===== src/rtl/rf_wb_arbiter.sv =====
// rf_wb_arbiter
//
// Owns the single write port of the capability register file. It has CW-bit
// entries, with the tag bit included, and x0 is hardwired to zero.
//
// Two writeback requesters compete for the port:
// - ALU / capability unit.
// - Load/store unit. The LSU has priority.
// A starvation counter forces one ALU win after the ALU has been denied
// STARVE_LIMIT times.
//
// A clear sequencer zeroes a masked set of registers, one per cycle, for
// CClearRegs-style operations. Every write, whether from a requester or from
// the clear sequencer, passes through one register stage before it reaches
// the register file port.
//
// Optional build macro: RF_WB_ARB_STATS_EN adds two saturating stall counters
// (stall_cnt_alu, stall_cnt_lsu) for CPI breakdown.
//
// Ports:
//   clk, rst_n             clock, asynchronous active-low reset
//   alu_valid/wa/wd/ready  ALU writeback request and handshake
//   lsu_valid/wa/wd/ready  LSU writeback request and handshake
//   clr_start, clr_mask    start a clear of the registers set in the mask
//   clr_busy, clr_done     clear in progress / one-cycle completion pulse
//   rf_we, rf_wa, rf_wd    registered register-file write port
//   stall_cnt_alu/lsu      (RF_WB_ARB_STATS_EN only) denied-cycle counters

module rf_wb_arbiter #(
    parameter int unsigned CW           = 129,
    parameter int unsigned AW           = 5,
    parameter int unsigned STARVE_LIMIT = 4
) (
    input  logic          clk,
    input  logic          rst_n,

    input  logic          alu_valid,
    input  logic [AW-1:0] alu_wa,
    input  logic [CW-1:0] alu_wd,
    output logic          alu_ready,

    input  logic          lsu_valid,
    input  logic [AW-1:0] lsu_wa,
    input  logic [CW-1:0] lsu_wd,
    output logic          lsu_ready,

    input  logic          clr_start,
    input  logic [31:0]   clr_mask,
    output logic          clr_busy,
    output logic          clr_done,

    output logic          rf_we,
    output logic [AW-1:0] rf_wa,
    output logic [CW-1:0] rf_wd
`ifdef RF_WB_ARB_STATS_EN
    ,
    output logic [31:0]   stall_cnt_alu,
    output logic [31:0]   stall_cnt_lsu
`endif
);

    localparam int unsigned SW = $clog2(STARVE_LIMIT + 1);

    typedef enum logic [0:0] {
        StIdle,
        StScan
    } state_e;

    state_e        state_q,    state_d;
    logic [31:0]   rem_q,      rem_d;
    logic [SW-1:0] starve_q,   starve_d;
    logic          rf_we_q,    rf_we_d;
    logic [AW-1:0] rf_wa_q,    rf_wa_d;
    logic [CW-1:0] rf_wd_q,    rf_wd_d;
    logic          clr_done_q, clr_done_d;

    // ------------------------------------------------------------------
    // Grant logic
    // ------------------------------------------------------------------
    logic grant_open;
    logic starved;
    logic alu_gnt;
    logic lsu_gnt;

    // Requesters are only served in IDLE and without a competing clear start.
    // Readies are also held low while reset is asserted.
    assign grant_open = rst_n && (state_q == StIdle) && !clr_start;
    assign starved    = (starve_q == SW'(STARVE_LIMIT));

    // Both grants are written directly in terms of the inputs, so neither
    // ready depends on the other.
    assign alu_gnt = grant_open && alu_valid && (!lsu_valid || starved);
    assign lsu_gnt = grant_open && lsu_valid && !(alu_valid && starved);

    assign alu_ready = alu_gnt;
    assign lsu_ready = lsu_gnt;

    // ------------------------------------------------------------------
    // Lowest set bit of the remaining clear mask
    // ------------------------------------------------------------------
    logic [AW-1:0] low_idx;

    always_comb begin
        low_idx = '0;
        // Scanning downwards lets the lowest set bit overwrite the others.
        for (int i = 31; i >= 0; i--) begin
            if (rem_q[i]) begin
                low_idx = AW'(i);
            end
        end
    end

    // ------------------------------------------------------------------
    // Next-state logic
    // ------------------------------------------------------------------
    always_comb begin
        state_d    = state_q;
        rem_d      = rem_q;
        starve_d   = starve_q;
        rf_we_d    = 1'b0;
        rf_wa_d    = rf_wa_q;
        rf_wd_d    = rf_wd_q;
        clr_done_d = 1'b0;

        unique case (state_q)
            StIdle: begin
                if (clr_start) begin
                    // Bit 0 is dropped: x0 is never written.
                    rem_d   = clr_mask & ~32'h1;
                    state_d = StScan;
                end else if (alu_gnt) begin
                    starve_d = '0;
                    if (alu_wa != '0) begin
                        rf_we_d = 1'b1;
                        rf_wa_d = alu_wa;
                        rf_wd_d = alu_wd;
                    end
                end else if (lsu_gnt) begin
                    // Count only the cycles where the ALU was denied by the LSU.
                    if (alu_valid && !starved) begin
                        starve_d = starve_q + SW'(1);
                    end
                    // A write to x0 completes the handshake but does not
                    // touch the port.
                    if (lsu_wa != '0) begin
                        rf_we_d = 1'b1;
                        rf_wa_d = lsu_wa;
                        rf_wd_d = lsu_wd;
                    end
                end
            end

            StScan: begin
                if (rem_q != '0) begin
                    rem_d   = rem_q & (rem_q - 32'd1);
                    rf_we_d = 1'b1;
                    rf_wa_d = low_idx;
                    rf_wd_d = '0;
                end else begin
                    // The registered done pulse lines up with busy dropping.
                    clr_done_d = 1'b1;
                    state_d    = StIdle;
                end
            end

            default: begin
                state_d = StIdle;
            end
        endcase
    end

    // ------------------------------------------------------------------
    // State registers
    // ------------------------------------------------------------------
    always_ff @(posedge clk or negedge rst_n) begin
        if (!rst_n) begin
            state_q    <= StIdle;
            rem_q      <= '0;
            starve_q   <= '0;
            rf_we_q    <= 1'b0;
            rf_wa_q    <= '0;
            rf_wd_q    <= '0;
            clr_done_q <= 1'b0;
        end else begin
            state_q    <= state_d;
            rem_q      <= rem_d;
            starve_q   <= starve_d;
            rf_we_q    <= rf_we_d;
            rf_wa_q    <= rf_wa_d;
            rf_wd_q    <= rf_wd_d;
            clr_done_q <= clr_done_d;
        end
    end

    assign rf_we    = rf_we_q;
    assign rf_wa    = rf_wa_q;
    assign rf_wd    = rf_wd_q;
    assign clr_busy = (state_q == StScan);
    assign clr_done = clr_done_q;

`ifdef RF_WB_ARB_STATS_EN
    // ------------------------------------------------------------------
    // Stall statistics, saturating
    // ------------------------------------------------------------------
    logic [31:0] stall_alu_q;
    logic [31:0] stall_lsu_q;

    always_ff @(posedge clk or negedge rst_n) begin
        if (!rst_n) begin
            stall_alu_q <= '0;
            stall_lsu_q <= '0;
        end else begin
            if (alu_valid && !alu_gnt && (stall_alu_q != '1)) begin
                stall_alu_q <= stall_alu_q + 32'd1;
            end
            if (lsu_valid && !lsu_gnt && (stall_lsu_q != '1)) begin
                stall_lsu_q <= stall_lsu_q + 32'd1;
            end
        end
    end

    assign stall_cnt_alu = stall_alu_q;
    assign stall_cnt_lsu = stall_lsu_q;
`endif

endmodule


===== config.mk =====
export PLATFORM = sky130hd
export DESIGN_NAME = rf_wb_arbiter
export DESIGN_NICKNAME = d
export VERILOG_FILES = /design/src/rtl/rf_wb_arbiter.sv
export SDC_FILE = /design/constraint.sdc
export NUM_CORES = 1
export LEC_CHECK = 0
export CAP_MARGIN = 20
export CORE_AREA = 2 2 171 173
export DETAILED_ROUTE_END_ITERATION = 16
export DIE_AREA = 0 0 173 175
export DONT_BUFFER_PORTS = 1
export SLEW_MARGIN = 20
export SYNTH_ARGS = -nofsm -noshare
export SYNTH_HDL_FRONTEND = slang
export SYNTH_SLANG_ARGS = --single-unit

===== constraint.sdc =====
create_clock -name clk -period 3.4 [get_ports clk]
set_input_delay 0.68 -clock clk [delete_from_list [all_inputs] [get_ports clk]]
set_output_delay 0.68 -clock clk [all_outputs]
set_load 0.02 [all_outputs]

==> metrics.txt <==
# TYPE chip_impl_metric gauge
chip_impl_metric{name="cp_data_arrival_time",unit="ns"} 3.29
chip_impl_metric{name="wl_met3",unit="mm"} 1.81
chip_impl_metric{name="floorplan.die.height",unit="µm"} 175
chip_impl_metric{name="timing.final.ws_setup",unit="ns"} 0.402
chip_impl_info{name="result_of_the_run",value="finished with violations"} 1
chip_impl_metric{name="htreeDepth",unit=""} 4
chip_impl_metric{name="number_of_synthesized_register_bits",unit=""} 171
chip_impl_metric{name="post-synth-top-area-fraction",unit=""} 0.483
chip_impl_metric{name="worst-r2r-cell-count",unit=""} 6
chip_impl_metric{name="synth_seq_area_share",unit=""} 0.483
chip_impl_info{name="holdCritPathClass",value="input pin to asynchronous set/reset pin"} 1
chip_impl_metric{name="number_of_enable_flip_flop_cells_after_synthesis",unit=""} 0
chip_impl_metric{name="met2RoutedLength",unit="mm"} 11.7
chip_impl_metric{name="dr_total_vias",unit=""} 6415
chip_impl_metric{name="route.antenna.remaining_nets",unit=""} 0
chip_impl_metric{name="worst_setup_hold_path_clk_slew",unit="ns"} 0.07
chip_impl_metric{name="drt-wirelength-per-cell",unit="µm"} 21.3
chip_impl_metric{name="post_drt_via_cell_ratio",unit=""} 5.52
chip_impl_metric{name="drive_above_1_share",unit=""} 0.104
chip_impl_metric{name="timing.max_cap.violations",unit=""} 0
chip_impl_metric{name="synth_area",unit="µm²"} 8860
chip_impl_metric{name="detailedPlace.worstSlack",unit="ns"} 0.386
chip_impl_metric{name="synth-async-reset-ratio",unit=""} 1.00
chip_impl_metric{name="critPathMaxFanout",unit=""} 18
chip_impl_info{name="synth.largest_area_cell",value="sky130_fd_sc_hd__dfrtp_1"} 1
chip_impl_metric{name="post_synth_num_cell_types",unit=""} 59
chip_impl_metric{name="post_cts.repair.setup_buffers",unit=""} 0
chip_impl_info{name="start_kind",value="flip-flop"} 1
chip_impl_metric{name="powerDensity",unit="nW/µm²"} 642
chip_impl_info{name="path_class",value="flip-flop to flip-flop"} 1
chip_impl_metric{name="timing.final.hold_violations",unit=""} 171
chip_impl_metric{name="timing.fmax",unit="MHz"} 334
chip_impl_metric{name="crit_required",unit="ns"} 3.69
chip_impl_metric{name="fillers",unit=""} 2945
chip_impl_metric{name="first_global_vias",unit=""} 6312
chip_impl_metric{name="fin_worst_skew",unit="ns"} 0.0121
chip_impl_metric{name="tightestPinTransition",unit="ns"} 0.623
chip_impl_metric{name="io-pin-count",unit=""} 444
chip_impl_metric{name="start_util",unit=""} 0.312
chip_impl_metric{name="final_setup_viols",unit=""} 0
chip_impl_metric{name="tns",unit="ns"} 0
chip_impl_metric{name="wirelength",unit="mm"} 24.8
chip_impl_metric{name="post_cts_resized",unit=""} 0
chip_impl_metric{name="worst_skew_pair.late_latency",unit="ns"} 0.42
chip_impl_info{name="cts_root_buf",value="sky130_fd_sc_hd__clkbuf_16"} 1
chip_impl_metric{name="hpwl",unit="mm"} 17.8
chip_impl_metric{name="mappedNetlistNets",unit=""} 1107
chip_impl_metric{name="ys.warnings.count",unit=""} 0
chip_impl_metric{name="placement.io_buffers",unit=""} 0
chip_impl_info{name="cts_tree",value="done"} 1
chip_impl_metric{name="die-area",unit="µm²"} 30300
chip_impl_metric{name="report.final.slew_viol_count",unit=""} 0
chip_impl_metric{name="design.core.area",unit="µm²"} 28400
chip_impl_metric{name="gp_congestion",unit=""} 0.826
chip_impl_metric{name="clock_sink_count",unit=""} 171
chip_impl_metric{name="grt-ovfl-total",unit=""} 0
chip_impl_info{name="setup.worst_path.end_class",value="flip-flop"} 1
chip_impl_metric{name="first_iter_violations",unit=""} 313
chip_impl_metric{name="power_leakage",unit="nW"} 4.39
chip_impl_metric{name="num-nets-final",unit=""} 1073
chip_impl_info{name="synth_top_cells_by_count",value="sky130_fd_sc_hd__dfrtp_1 (171), sky130_fd_sc_hd__mux2i_1 (135), sky130_fd_sc_hd__nor3_1 (82)"} 1
chip_impl_info{name="leading_cell_type_by_number_of_instances_after_synthesis",value="sky130_fd_sc_hd__dfrtp_1"} 1
chip_impl_metric{name="drc",unit=""} 0
chip_impl_info{name="top_layer_used",value="met4"} 1
chip_impl_info{name="ys_top_cells_by_area",value="sky130_fd_sc_hd__dfrtp_1 (48%), sky130_fd_sc_hd__mux2i_1 (15%), sky130_fd_sc_hd__a21o_1 (6.4%), sky130_fd_sc_hd__nor3_1 (4.6%), sky130_fd_sc_hd__o2bb2ai_1 (3.6%)"} 1
chip_impl_metric{name="grt_max_degree",unit=""} 174
chip_impl_metric{name="cts_inserted_buffers",unit=""} 17
chip_impl_metric{name="placementRows",unit=""} 62
chip_impl_info{name="unrepaired_setup_endpoints_after_global_routing",value="no"} 1
chip_impl_metric{name="die_width",unit="µm"} 173
chip_impl_info{name="failed_checks",value="hold timing"} 1
chip_impl_metric{name="cts.path.max_buffers",unit=""} 2
chip_impl_metric{name="grt_pass1_wl",unit="mm"} 37.5
chip_impl_metric{name="post-route-min-period",unit="ns"} 3.00
chip_impl_metric{name="post_synth.cell_area_avg",unit="µm²"} 11.1
chip_impl_metric{name="detailedRoute.firstPassIterationCount",unit=""} 4
chip_impl_metric{name="wirelength_met1",unit="mm"} 10.7
chip_impl_metric{name="finish.utilization",unit=""} 0.345
chip_impl_metric{name="post_synthesis_cell_count",unit=""} 800
chip_impl_info{name="synth_flop_cell",value="sky130_fd_sc_hd__dfrtp_1"} 1
chip_impl_metric{name="power.ir.vdd_worst",unit="mV"} 0.275
chip_impl_metric{name="final_min_period_over_clock_period",unit=""} 0.882
chip_impl_metric{name="grt_antenna_before_repair",unit=""} 1
chip_impl_metric{name="fin_hold_ws",unit="ns"} -0.0538
chip_impl_metric{name="grt_usage",unit=""} 0.157
chip_impl_metric{name="slew_headroom",unit=""} 0.581
chip_impl_metric{name="flow.area_growth_from_synthesis",unit="%"} 10.6
## layout by cell type, fill, tap and decap left out, drive strengths merged, types with 3 or more instances in the layout
cell type and n:
nor2b 5, o311ai 3, nor3 82, a211o 3, nand2 44, a221o 4, nand2b 6, a31oi 4
o31ai 7, or4 6, o211a 3, nor4 9, buf 15, mux2i 135, o211ai 5, o41ai 4
nand3 6, and2 3, a21oi 6, nand4 3, o21ai 31, nor2 16, a21o 75, o2bb2ai 56
clkbuf 18, mux2 4, inv 16, dfrtp 171, bufinv 3
## layer usage
metal	GRT usage	vias to the layer above
li1	-	2927
met1	0.207	3159
met2	0.250	302
met3	0.0444	27
met4	0.0526	0
met5	0	-
## sequential cells by signal (all words and copies together) (netlist names)
| signal | cells |
|---|---|
| rf_wd | 129 |
| starve_q | 3 |
| clr_done | 1 |
| clr_busy | 1 |
| rf_we | 1 |
| rem_q | 31 |
| rf_wa | 5 |
## final cells by class
class	count	area, µm²	share of cell area
Antenna cell	1	2.50	0.000255
Clock inverter	13	181	0.0185
Clock buffer	18	439	0.0448
Tap cell	384	480	0.0490
Sequential cell	171	4280	0.437
Timing Repair Buffer	15	175	0.0179
Multi-Input combinational cell	552	4210	0.429
Inverter	9	33.8	0.00345
## cells by family (layout without fill, tap and decap cells)
family                     count (synthesis)  in the layout  share of synthesized area
AOI/OAI and AO/OA                        219            219                      0.204
other                                      0              1                          0
muxes                                    139            139                      0.158
adders and majority gates                  2              2                    0.00282
DFF                                      171            171                      0.483
and+or+nand+nor                          192            192                      0.109
buffers and inverters                     77             55                     0.0440
## final timing paths
check | slack, ns | endpoint | from
max reg2reg | 0.40 | rf_wa[2]$_DFFE_PN0P_ | rem_q[27]$_DFFE_PN0P_
min reg2reg | 0.53 | starve_q[1]$_DFFE_PN0P_ | starve_q[1]$_DFFE_PN0P_
max in group asynchronous | 3.24 | rf_wd[101]$_DFFE_PN0P_ | rst_n
max | 0.40 | rf_wa[2]$_DFFE_PN0P_ | rem_q[27]$_DFFE_PN0P_
min | -0.05 | rf_wd[103]$_DFFE_PN0P_ | rst_n
min in group clk | 0.36 | rem_q[14]$_DFFE_PN0P_ | clr_mask[14]
## through the flow
| step | power (mW) | hold WS (ns) | instance area [µm²] | std cells |
|---|---|---|---|---|
| floorplan | 3.83 | 0.384 | 8860 | 800 |
| global placement | 4.21 | 0.389 | 9180 | 1131 |
| detailed placement | 4.23 | 0.389 | 9180 | 1131 |
| CTS | 6.37 | -0.0831 | 9800 | 1162 |
| global route | 6.67 | -0.0903 | 9800 | 1162 |
| finish | 6.29 | -0.0538 | 9800 | 1163 |
## worst max-delay path, stage by stage, from the launching register on
cell and delay, ns:
sky130_fd_sc_hd__dfrtp_1 0.46, sky130_fd_sc_hd__or4_4 0.60, sky130_fd_sc_hd__or4_1 0.64, sky130_fd_sc_hd__o31ai_4 0.34, sky130_fd_sc_hd__and2_4 0.40, sky130_fd_sc_hd__inv_2 0.11, sky130_fd_sc_hd__mux2_1 0.33
## power by group
group / switching (mW) / internal, mW / leakage, nW
Sequential: 0.432 / 2.27 / 2.34
Combinational: 0.845 / 0.642 / 1.75
Clock: 0.898 / 1.20 / 0.302
Total: 2.18 / 4.12 / 4.39
Note: power is estimated with default switching activity, not from simulation.
